## config.mk

```make
export PLATFORM = sky130hd
export DESIGN_NAME = dac_wave_gen
export DESIGN_NICKNAME = d
export VERILOG_FILES = /design/src/rtl/dac_pkg.sv /design/src/rtl/dac_tri_step.sv /design/src/rtl/dac_wave_gen.sv
export SDC_FILE = /design/constraint.sdc
export NUM_CORES = 1
export LEC_CHECK = 0
export ABC_AREA = 1
export CAP_MARGIN = 0
export CORE_MARGIN = 2
export CORE_UTILIZATION = 30
export DETAILED_ROUTE_END_ITERATION = 8
export GPL_TIMING_DRIVEN = 0
export HOLD_SLACK_MARGIN = 0.05
export PLACE_DENSITY = 0.56
export SLEW_MARGIN = 20
export SYNTH_ARGS = -nofsm -noshare
export SYNTH_HDL_FRONTEND = slang
export SYNTH_SLANG_ARGS = --single-unit
```

## constraint.sdc

```tcl
create_clock -name clk -period 6.3 [get_ports clk]
set_input_delay 0.63 -clock clk [delete_from_list [all_inputs] [get_ports clk]]
set_output_delay 0.63 -clock clk [all_outputs]
set_load 0.05 [all_outputs]
```

## src/rtl/dac_pkg.sv

```systemverilog
// Shared encodings for the DAC waveform generator: wave select, FSM states,
// triangle direction and the midscale code.
package dac_pkg;

  typedef enum logic [1:0] {
    WAVE_SAW = 2'b00,
    WAVE_SQR = 2'b01,
    WAVE_TRI = 2'b10,
    WAVE_RSV = 2'b11
  } wave_e;

  typedef enum logic [1:0] {
    IDLE    = 2'b00,
    WAIT    = 2'b01,
    PRESENT = 2'b10
  } state_e;

  typedef enum logic {
    DIR_UP   = 1'b0,
    DIR_DOWN = 1'b1
  } dir_e;

  localparam logic [7:0] DAC_MIDSCALE = 8'h80;

endpackage

```

## src/rtl/dac_tri_step.sv

```systemverilog
// Combinational next value of the triangle register and its direction flag.
module dac_tri_step
  import dac_pkg::*;
(
  input  logic [7:0] tri_cur,
  input  dir_e       dir_cur,
  input  logic [7:0] step,
  output logic [7:0] tri_nxt,
  output dir_e       dir_nxt
);

  logic [8:0] sum;
  assign sum = {1'b0, tri_cur} + {1'b0, step};

  // Clamp at the rails and reverse direction there.
  always_comb begin
    tri_nxt = tri_cur;
    dir_nxt = dir_cur;
    if (dir_cur == DIR_UP) begin
      if (sum < 9'd255) begin
        tri_nxt = sum[7:0];
      end else begin
        tri_nxt = 8'hFF;
        dir_nxt = DIR_DOWN;
      end
    end else begin
      if (tri_cur > step) begin
        tri_nxt = tri_cur - step;
      end else begin
        tri_nxt = 8'h00;
        dir_nxt = DIR_UP;
      end
    end
  end

endmodule

```

## src/rtl/dac_wave_gen.sv

```systemverilog
// Paced waveform sample generator with a valid/ready handshake to the DAC writer.
// Define DAC_WAVE_TRI_EN to compile in the triangle waveform.
module dac_wave_gen
  import dac_pkg::*;
#(
  parameter int unsigned DIV_W    = 16,
  parameter logic [7:0]  RST_CODE = 8'h00
) (
  input  logic             clk,
  input  logic             rst,
  input  logic             en,
  input  logic [1:0]       wave_sel,
  input  logic [7:0]       step,
  input  logic [DIV_W-1:0] div,
  output logic             sample_valid,
  input  logic             sample_ready,
  output logic [7:0]       sample_data,
  output logic [7:0]       led_out
);

  state_e           state_q, state_d;
  logic [DIV_W-1:0] cnt_q, cnt_d;
  logic [DIV_W-1:0] limit;
  logic [7:0]       acc_q;
  logic [7:0]       sample_c;
  logic             load_c;
  logic             hs_c;

`ifdef DAC_WAVE_TRI_EN
  logic [7:0] tri_q, tri_d;
  dir_e       dir_q, dir_d;

  dac_tri_step u_tri_step (
    .tri_cur (tri_q),
    .dir_cur (dir_q),
    .step    (step),
    .tri_nxt (tri_d),
    .dir_nxt (dir_d)
  );

  always_ff @(posedge clk) begin
    if (rst) begin
      tri_q <= 8'h00;
      dir_q <= DIR_UP;
    end else if (hs_c) begin
      tri_q <= tri_d;
      dir_q <= dir_d;
    end
  end
`endif

  // Interval of max(div,1) clocks means the terminal count is max(div,1)-1.
  assign limit = (div == '0) ? '0 : div - DIV_W'(1);

  always_comb begin
    case (wave_e'(wave_sel))
      WAVE_SAW: sample_c = acc_q;
      WAVE_SQR: sample_c = {8{acc_q[7]}};
`ifdef DAC_WAVE_TRI_EN
      WAVE_TRI: sample_c = tri_q;
`endif
      default:  sample_c = DAC_MIDSCALE;
    endcase
  end

  always_comb begin
    state_d = state_q;
    cnt_d   = cnt_q;
    load_c  = 1'b0;
    hs_c    = 1'b0;
    case (state_q)
      IDLE: begin
        if (en) begin
          state_d = WAIT;
          cnt_d   = '0;
        end
      end
      WAIT: begin
        if (!en) begin
          state_d = IDLE;
        end else if (cnt_q >= limit) begin
          state_d = PRESENT;
          load_c  = 1'b1;
        end else begin
          cnt_d = cnt_q + DIV_W'(1);
        end
      end
      PRESENT: begin
        // en is ignored until accepted so an offered sample is never withdrawn.
        if (sample_ready) begin
          hs_c    = 1'b1;
          cnt_d   = '0;
          state_d = en ? WAIT : IDLE;
        end
      end
      default: state_d = IDLE;
    endcase
  end

  always_ff @(posedge clk) begin
    if (rst) begin
      state_q      <= IDLE;
      cnt_q        <= '0;
      acc_q        <= 8'h00;
      sample_valid <= 1'b0;
      sample_data  <= RST_CODE;
      led_out      <= RST_CODE;
    end else begin
      state_q <= state_d;
      cnt_q   <= cnt_d;
      if (load_c) begin
        sample_valid <= 1'b1;
        sample_data  <= sample_c;
      end
      if (hs_c) begin
        sample_valid <= 1'b0;
        led_out      <= sample_data;
        acc_q        <= acc_q + step;
      end
    end
  end

endmodule

```

==> impl_results.md, run 1 <==
- Status: finished clean
- Drt first pass iters: 4
- Ant diodes: 0
- Relative slew slack: 0.652
- Port Buf Inserts: 46
- Hold Crit Class: reg -> reg
- Vias per std cell: 4.77
- Max-cap violations: 0
- Drt total wl: 8.64 mm
- Final number of max-transition violations: 0
- Seq/Total Area, Yosys: 0.259
- Final core occ: 0.377
- Core area: 10,800 um^2
- Synthesized flop and latch total: 43
- Final period utilization: 0.543
- Largest net degree at the start of global routing: 16
- Mean Syn Cell Area: 6.66 um^2
- Final Hold Viols: 0
- Slew at the pin with the worst max-slew slack: 0.521 ns
- Fraction of layout cells with a size suffix above 1: 0.114
- Sw Ratio: 0.298
- Vias in the first global route: 3,170
- Clock power share: 0.357
- Global-route wire length before repair: 14.8 mm
- RSZ-0062 raised after global routing: no
- H-tree Lvls: 2
- Critical path launch point type: input pin
- Post-DRT Antenna Nets: 0
- Clock root buffer: clkbuf_8
- Crit path largest cell delay: 0.45 ns
- Non-Filler Instances: 692
- Die Y: 109 um
- Post-synthesis cell type count: 42
- Post-synthesis instance area: 3320 um^2
- Dpl cell area: 3950 um^2
- Initial antenna violation count: 0
- # setup viols final: 0
- Synth warn: 0
- Commonest non-fill, non-tap cell in the layout: nand2_1
- Iter 0 DRT Violations: 132
- Power Total: 0.000644 W
- Later-pin clock latency in the skew report: 0.31 ns
- Vias: 3,300
- Fin nets: 608
- CTS tree: built
- CTS clk-pin slew, worst paths: 0.10 ns
- Peak supply drop: 0.0000921 V
- Max Clk Rate: 0.292 GHz
- Signal arrival time at the worst endpoint: 3.63 ns
- Lkg Pwr: 1.82 nW
- GRT Total Usage: 0.156
- Gpl congestion: 0.858
- Setup crit end kind: flip-flop
- Worst path required time: 6.51 ns
- Setup TNS: 0 ns
- Crit-path most repeated cell: nand2_1
- Initial Utilization: 0.307
- Slowest-stage cell, CP: clkdlybuf4s50_1
- CP Max Fanout: 10
- CTS Hold Bufs: 0
- DR WL/cell: 12.5 um
- Number of CTS-inserted buffers: 5
- GRT overflow: 0
- Hpwl dp: 6.64 mm
- Period minus WS final: 3.42 ns
- Postcts setup bufs: 0
- Cells after DPL: 684
- IO Count: 47
- DRC violations left: 0
- Fin area: 4070 um^2
- Row count: 38
- Die X: 109 um
- Crit path kind: in -> reg
- Resized Gates After CTS: 0
- Worst Skew: 0.0163 ns
- Internal: 0.000452 W
- Critical-path cell list: clkdlybuf4s50_1 > inv_1 > ha_1 > nand2_1 > nor2_2 > nand2_2 > nor3_4 > nand2_1 > xor2_1 > nand2_1 > ha_1 > nand2_1 > nor3_1 > nand2_2 > nand2_4 > nand3_4 > buf_6 > nor2_1 > nor2_1
- Seq pwr share: 0.454
- Most frequent cells in the layout: nand2_1 (111), inv_1 (53), nor2_1 (53)
- P per Cell Area: 158 nW/um^2
- Clock Path Buffers: 2
- Net Switching: 0.000192 W
- Synthesized net count: 555
- P&R area growth vs syn: 22.6%
- Die Area: 11,900 um^2
- Combinational share of power: 0.190
- Cells after synthesis: 498
- Clk sinks: 43
-- per-stage QoR --
step	hold slack, ns	setup WS, ns
after global placement	0.447	2.58
after floorplan	0.462	3.46
after CTS	0.464	2.87
final	0.460	2.88
after detailed placement	0.447	2.55
after global routing	0.498	2.59
-- worst max-delay path, delay by kind of cell --
kind	cells	cell delay, ns
AND/OR/NAND/NOR	13	1.60
buffers and inverters	3	0.76
adder cells (fa/ha/maj)	2	0.49
XOR/XNOR	1	0.15
-- path summary, 6_finish.rpt --
kind | start | end | slack (ns) | cells after the start
worst min-delay path | sample_valid | sample_valid | 0.46 | 2
worst max-delay path | div[0] | sample_data[6] | 2.88 | 19
worst max register to register | cnt_q[0] | sample_data[6] | 4.28 | 12
worst min register to register | sample_valid | sample_valid | 0.46 | 2
-- power groups by stage --
stage	clock network (W)	registers (W)	logic [W]
after detailed placement	0	0.000298	0.000122
after global routing	0.000248	0.000294	0.000139
after global placement	0	0.000298	0.000120
after CTS	0.000236	0.000292	0.000123
final	0.000230	0.000292	0.000122
after floorplan	0	0.000297	0.0000759
-- registers in the layout, indices dropped and copies added (netlist names) --
register and count:
cnt_q 16, state_q 2, sample_data 8, acc_q 8, sample_valid 1, led_out 8
-- kinds of logic after synthesis --
kind of cell | Yosys count | synth area share
adders and majority gates | 27 | 0.104
AOI/OAI and AO/OA | 81 | 0.134
buffers and inverters | 75 | 0.0969
xor gates and xnor gates | 12 | 0.0317
and+or+nand+nor | 260 | 0.374
DFF | 43 | 0.259
-- cells in the mapped netlist (all sizes together) --
library cell  instances  area share
nand3                48       0.081
dfxtp                43        0.26
buf                  11       0.025
nand4                10       0.021
fa                    1      0.0060
or2                   4      0.0075
nand2               120        0.14
nor3                  9       0.023
nand3b                3      0.0068
o21bai                4       0.011
a21o                  1      0.0023
xnor2                 4       0.011
o21ai                30       0.045
a21oi                37       0.057
a21boi                1      0.0023
clkinv                1      0.0011
o22ai                 4      0.0075
o31a                  1      0.0026
xor2                  8       0.021
nor2                 65       0.089
ha                   26       0.098
nor4                  1      0.0019
clkbuf                2      0.0023
inv                  61       0.069
o21a                  1      0.0023
a31oi                 2      0.0038
-- cell type report --
cell class	instances	area (um^2)
well taps	140	175
flip-flops and latches	43	861
clock buffers	5	68.8
repair buffers	46	460
multi-input cells	380	2140
clock inverters	3	46.3
inverters	62	233
plain buffers	13	88.8
fillers	1143	6720
-- metal layers --
layer,GRT usage,part of all wire
met5,0,0
met4,0.0335,0.011
met3,0.0269,0.052
met2,0.268,0.46
met1,0.203,0.47
No activity file was read; power rests on OpenSTA's default activity.
==> run 2: changes to the inputs <==
==> constraint.sdc (replaced) <==
create_clock -name clk -period 3.5 [get_ports clk]
set_input_delay 0.35 -clock clk [delete_from_list [all_inputs] [get_ports clk]]
set_output_delay 0.35 -clock clk [all_outputs]
set_load 0.05 [all_outputs]
==> results of run 2 <==
Same layout as run 1 (identical final DEF). Status: finished clean.
Among the figures that moved: setup slack after placement 2.55 ns -> 0.0281 ns; setup slack after layout 2.88 ns -> 0.358 ns; register-to-register setup slack 4.28 ns -> 1.48 ns; total power 0.000644 W -> 0.00116 W; worst IR drop on VDD 0.0000921 V -> 0.000166 V
==> run 3: changes to the inputs <==
--- a/config.mk
+++ b/config.mk
@@ -13,6 +13,7 @@
 export GPL_TIMING_DRIVEN = 0
 export HOLD_SLACK_MARGIN = 0.05
 export PLACE_DENSITY = 0.56
+export REMOVE_ABC_BUFFERS = 1
 export SLEW_MARGIN = 20
 export SYNTH_ARGS = -nofsm -noshare
 export SYNTH_HDL_FRONTEND = slang
==> run 3 against run 2 <==
Against the previous run: utilization fell by 0.88 points; wire length fell by 7.5%; count of clock-buffer cells in the layout did not move; sequential cell count did not move; critical path type unchanged; critical endpoint is now cnt_q[5].
==> impl_results.md, run 3 (same netlist as run 1, synthesis figures left out) <==
- Status: finished clean
- Slowest-stage cell, CP: clkdlybuf4s50_1
- Seq pwr share: 0.489
- Postcts setup bufs: 0
- CTS tree: built
- Post-DRT Antenna Nets: 0
- CTS clk-pin slew, worst paths: 0.09 ns
- GR Util met1: 0.175
- Max FFs per register: 16
- Number of CTS-inserted buffers: 5
- Fraction of layout cells with a size suffix above 1: 0.0965
- P per Cell Area: 270 nW/um^2
- Clk sinks: 43
- Hold path cells: 2
- Gr busiest metal: met2
- Net Switching: 0.000334 W
- Cell family with most CP delay: simple AND/OR/NAND/NOR gates
- Row count: 38
- Initial Utilization: 0.307
- Crit path buf inv count: 2
- Lkg Pwr: 1.76 nW
- # setup viols final: 0
- Gpl congestion: 0.839
- Fin nets: 595
- Die Area: 11,900 um^2
- Relative slew slack: 0.356
- Setup crit end kind: flip-flop
- Fin area: 3970 um^2
- Power Total: 0.00107 W
- Final period utilization: 0.895
- Vias in the first global route: 3,151
- Min-Delay Endpoint: sample_valid
- Global-route wire length before repair: 13.9 mm
- Signal arrival time at the worst endpoint: 3.32 ns
- Reg2reg setup slack: 1.54 ns
- Vias: 3,184
- Critical path launch point type: input pin
- Clock Path Buffers: 2
- Biggest register: cnt_q
- Later-pin clock latency in the skew report: 0.31 ns
- Ant diodes: 0
- Hold WS: 0.460 ns
- Clock power share: 0.316
- Iter 0 DRT Violations: 160
- Commonest non-fill, non-tap cell in the layout: nand2_1
- FF-to-FF path depth: 9
- P&R area growth vs syn: 19.8%
- Critical R2R Capture: cnt_q[5]
- Port Buf Inserts: 46
- CP Max Fanout: 31
- Routing usage on met3: 0.0335
- Period minus WS final: 3.13 ns
- Critical-path cell list: clkdlybuf4s50_1 > nor2_2 > inv_1 > nor4_1 > nand4_1 > o21ai_1 > ha_1 > a21oi_1 > o21ai_0 > a21oi_2 > nand2_4 > nand2_8 > nand3_1 > nand2_1 > nor2_1
- DR WL/cell: 11.8 um
- Peak supply drop: 0.000254 V
- Clock root buffer: clkbuf_8
- Internal: 0.000740 W
- Combinational share of power: 0.196
- Max Clk Rate: 0.319 GHz
- H-tree Lvls: 2
- Crit path kind: in -> reg
- Crit path largest cell delay: 0.46 ns
- Die Y: 109 um
- Most frequent cells in the layout: nand2_1 (111), inv_1 (53), nor2_1 (53)
- Largest net degree at the start of global routing: 36
- Initial antenna violation count: 0
- Hpwl dp: 6.04 mm
- Final Hold Viols: 0
- Final number of max-transition violations: 0
- Hold Crit Class: reg -> reg
- Worst Skew: 0.0177 ns
- Drt first pass iters: 4
- Dpl cell area: 3860 um^2
- Final core occ: 0.368
- Slew at the pin with the worst max-slew slack: 0.960 ns
- Core area: 10,800 um^2
- RSZ-0062 raised after global routing: no
- Vias per std cell: 4.69
- DRC violations left: 0
- Hold path startpoint: sample_valid
- GRT Total Usage: 0.143
- IO Count: 47
- Drt total wl: 7.99 mm
- R2r startpoint: cnt_q[11]
- GRT overflow: 0
- Die X: 109 um
- Met2 GRT Util: 0.256
- Sw Ratio: 0.311
- Worst path required time: 3.69 ns
- Max-cap violations: 0
-- run 3: cell type report --
cell class	count	area, um^2
Clock buffer	5	68.8
Sequential cell	43	861
Timing Repair Buffer	46	460
Inverter	62	233
Clock inverter	3	26.3
Tap cell	140	175
Fill cell	1164	6820
Multi-Input combinational cell	380	2150
-- run 3: how the worst max path moves through the flow --
stage	from	endpoint	depth (start not counted)
2_1_floorplan	div[0]	cnt_q[10]	17
4_1_cts	div[8]	cnt_q[11]	15
3_3_place_gp	div[8]	cnt_q[13]	15
6_report	div[13]	cnt_q[5]	15
5_1_grt	div[2]	cnt_q[8]	18
3_5_place_dp	div[8]	cnt_q[11]	15
-- run 3: power by group through the flow --
stage	logic (W)	clock network, W	registers [W]
global route	0.000241	0.000376	0.000528
detailed placement	0.000209	0	0.000536
floorplan	0.000130	0	0.000535
CTS	0.000211	0.000356	0.000525
global placement	0.000204	0	0.000536
finish	0.000210	0.000339	0.000525
-- run 3: worst min-delay path, cell delays in order, from the launching register on --
cell     delay, ns
dfxtp_1       0.32
inv_1         0.05
a21oi_1       0.05
-- run 3: layer usage --
| layer | share of wire | vias up |
|---|---|---|
| li1 | - | 1714 |
| met1 | 0.48 | 1396 |
| met2 | 0.45 | 67 |
| met3 | 0.063 | 7 |
| met4 | 0.0079 | 0 |
| met5 | 0 | - |
-- run 3: per-stage QoR --
step	TNS, ns	std cells	worst slack (ns)
4_1_cts	0	679	0.113
6_report	0	679	0.368
3_5_place_dp	-2.83	671	-0.200
2_1_floorplan	0	485	0.852
3_3_place_gp	-2.00	671	-0.135
5_1_grt	0	679	0.0997
-- run 3: repair_timing --
| action | 4_1_cts | 5_1_grt |
|---|---|---|
| endpoints found under the setup margin | 0 | 16 |
| gates resized for setup | 0 | 2 |
| hold buffers | 0 | 0 |
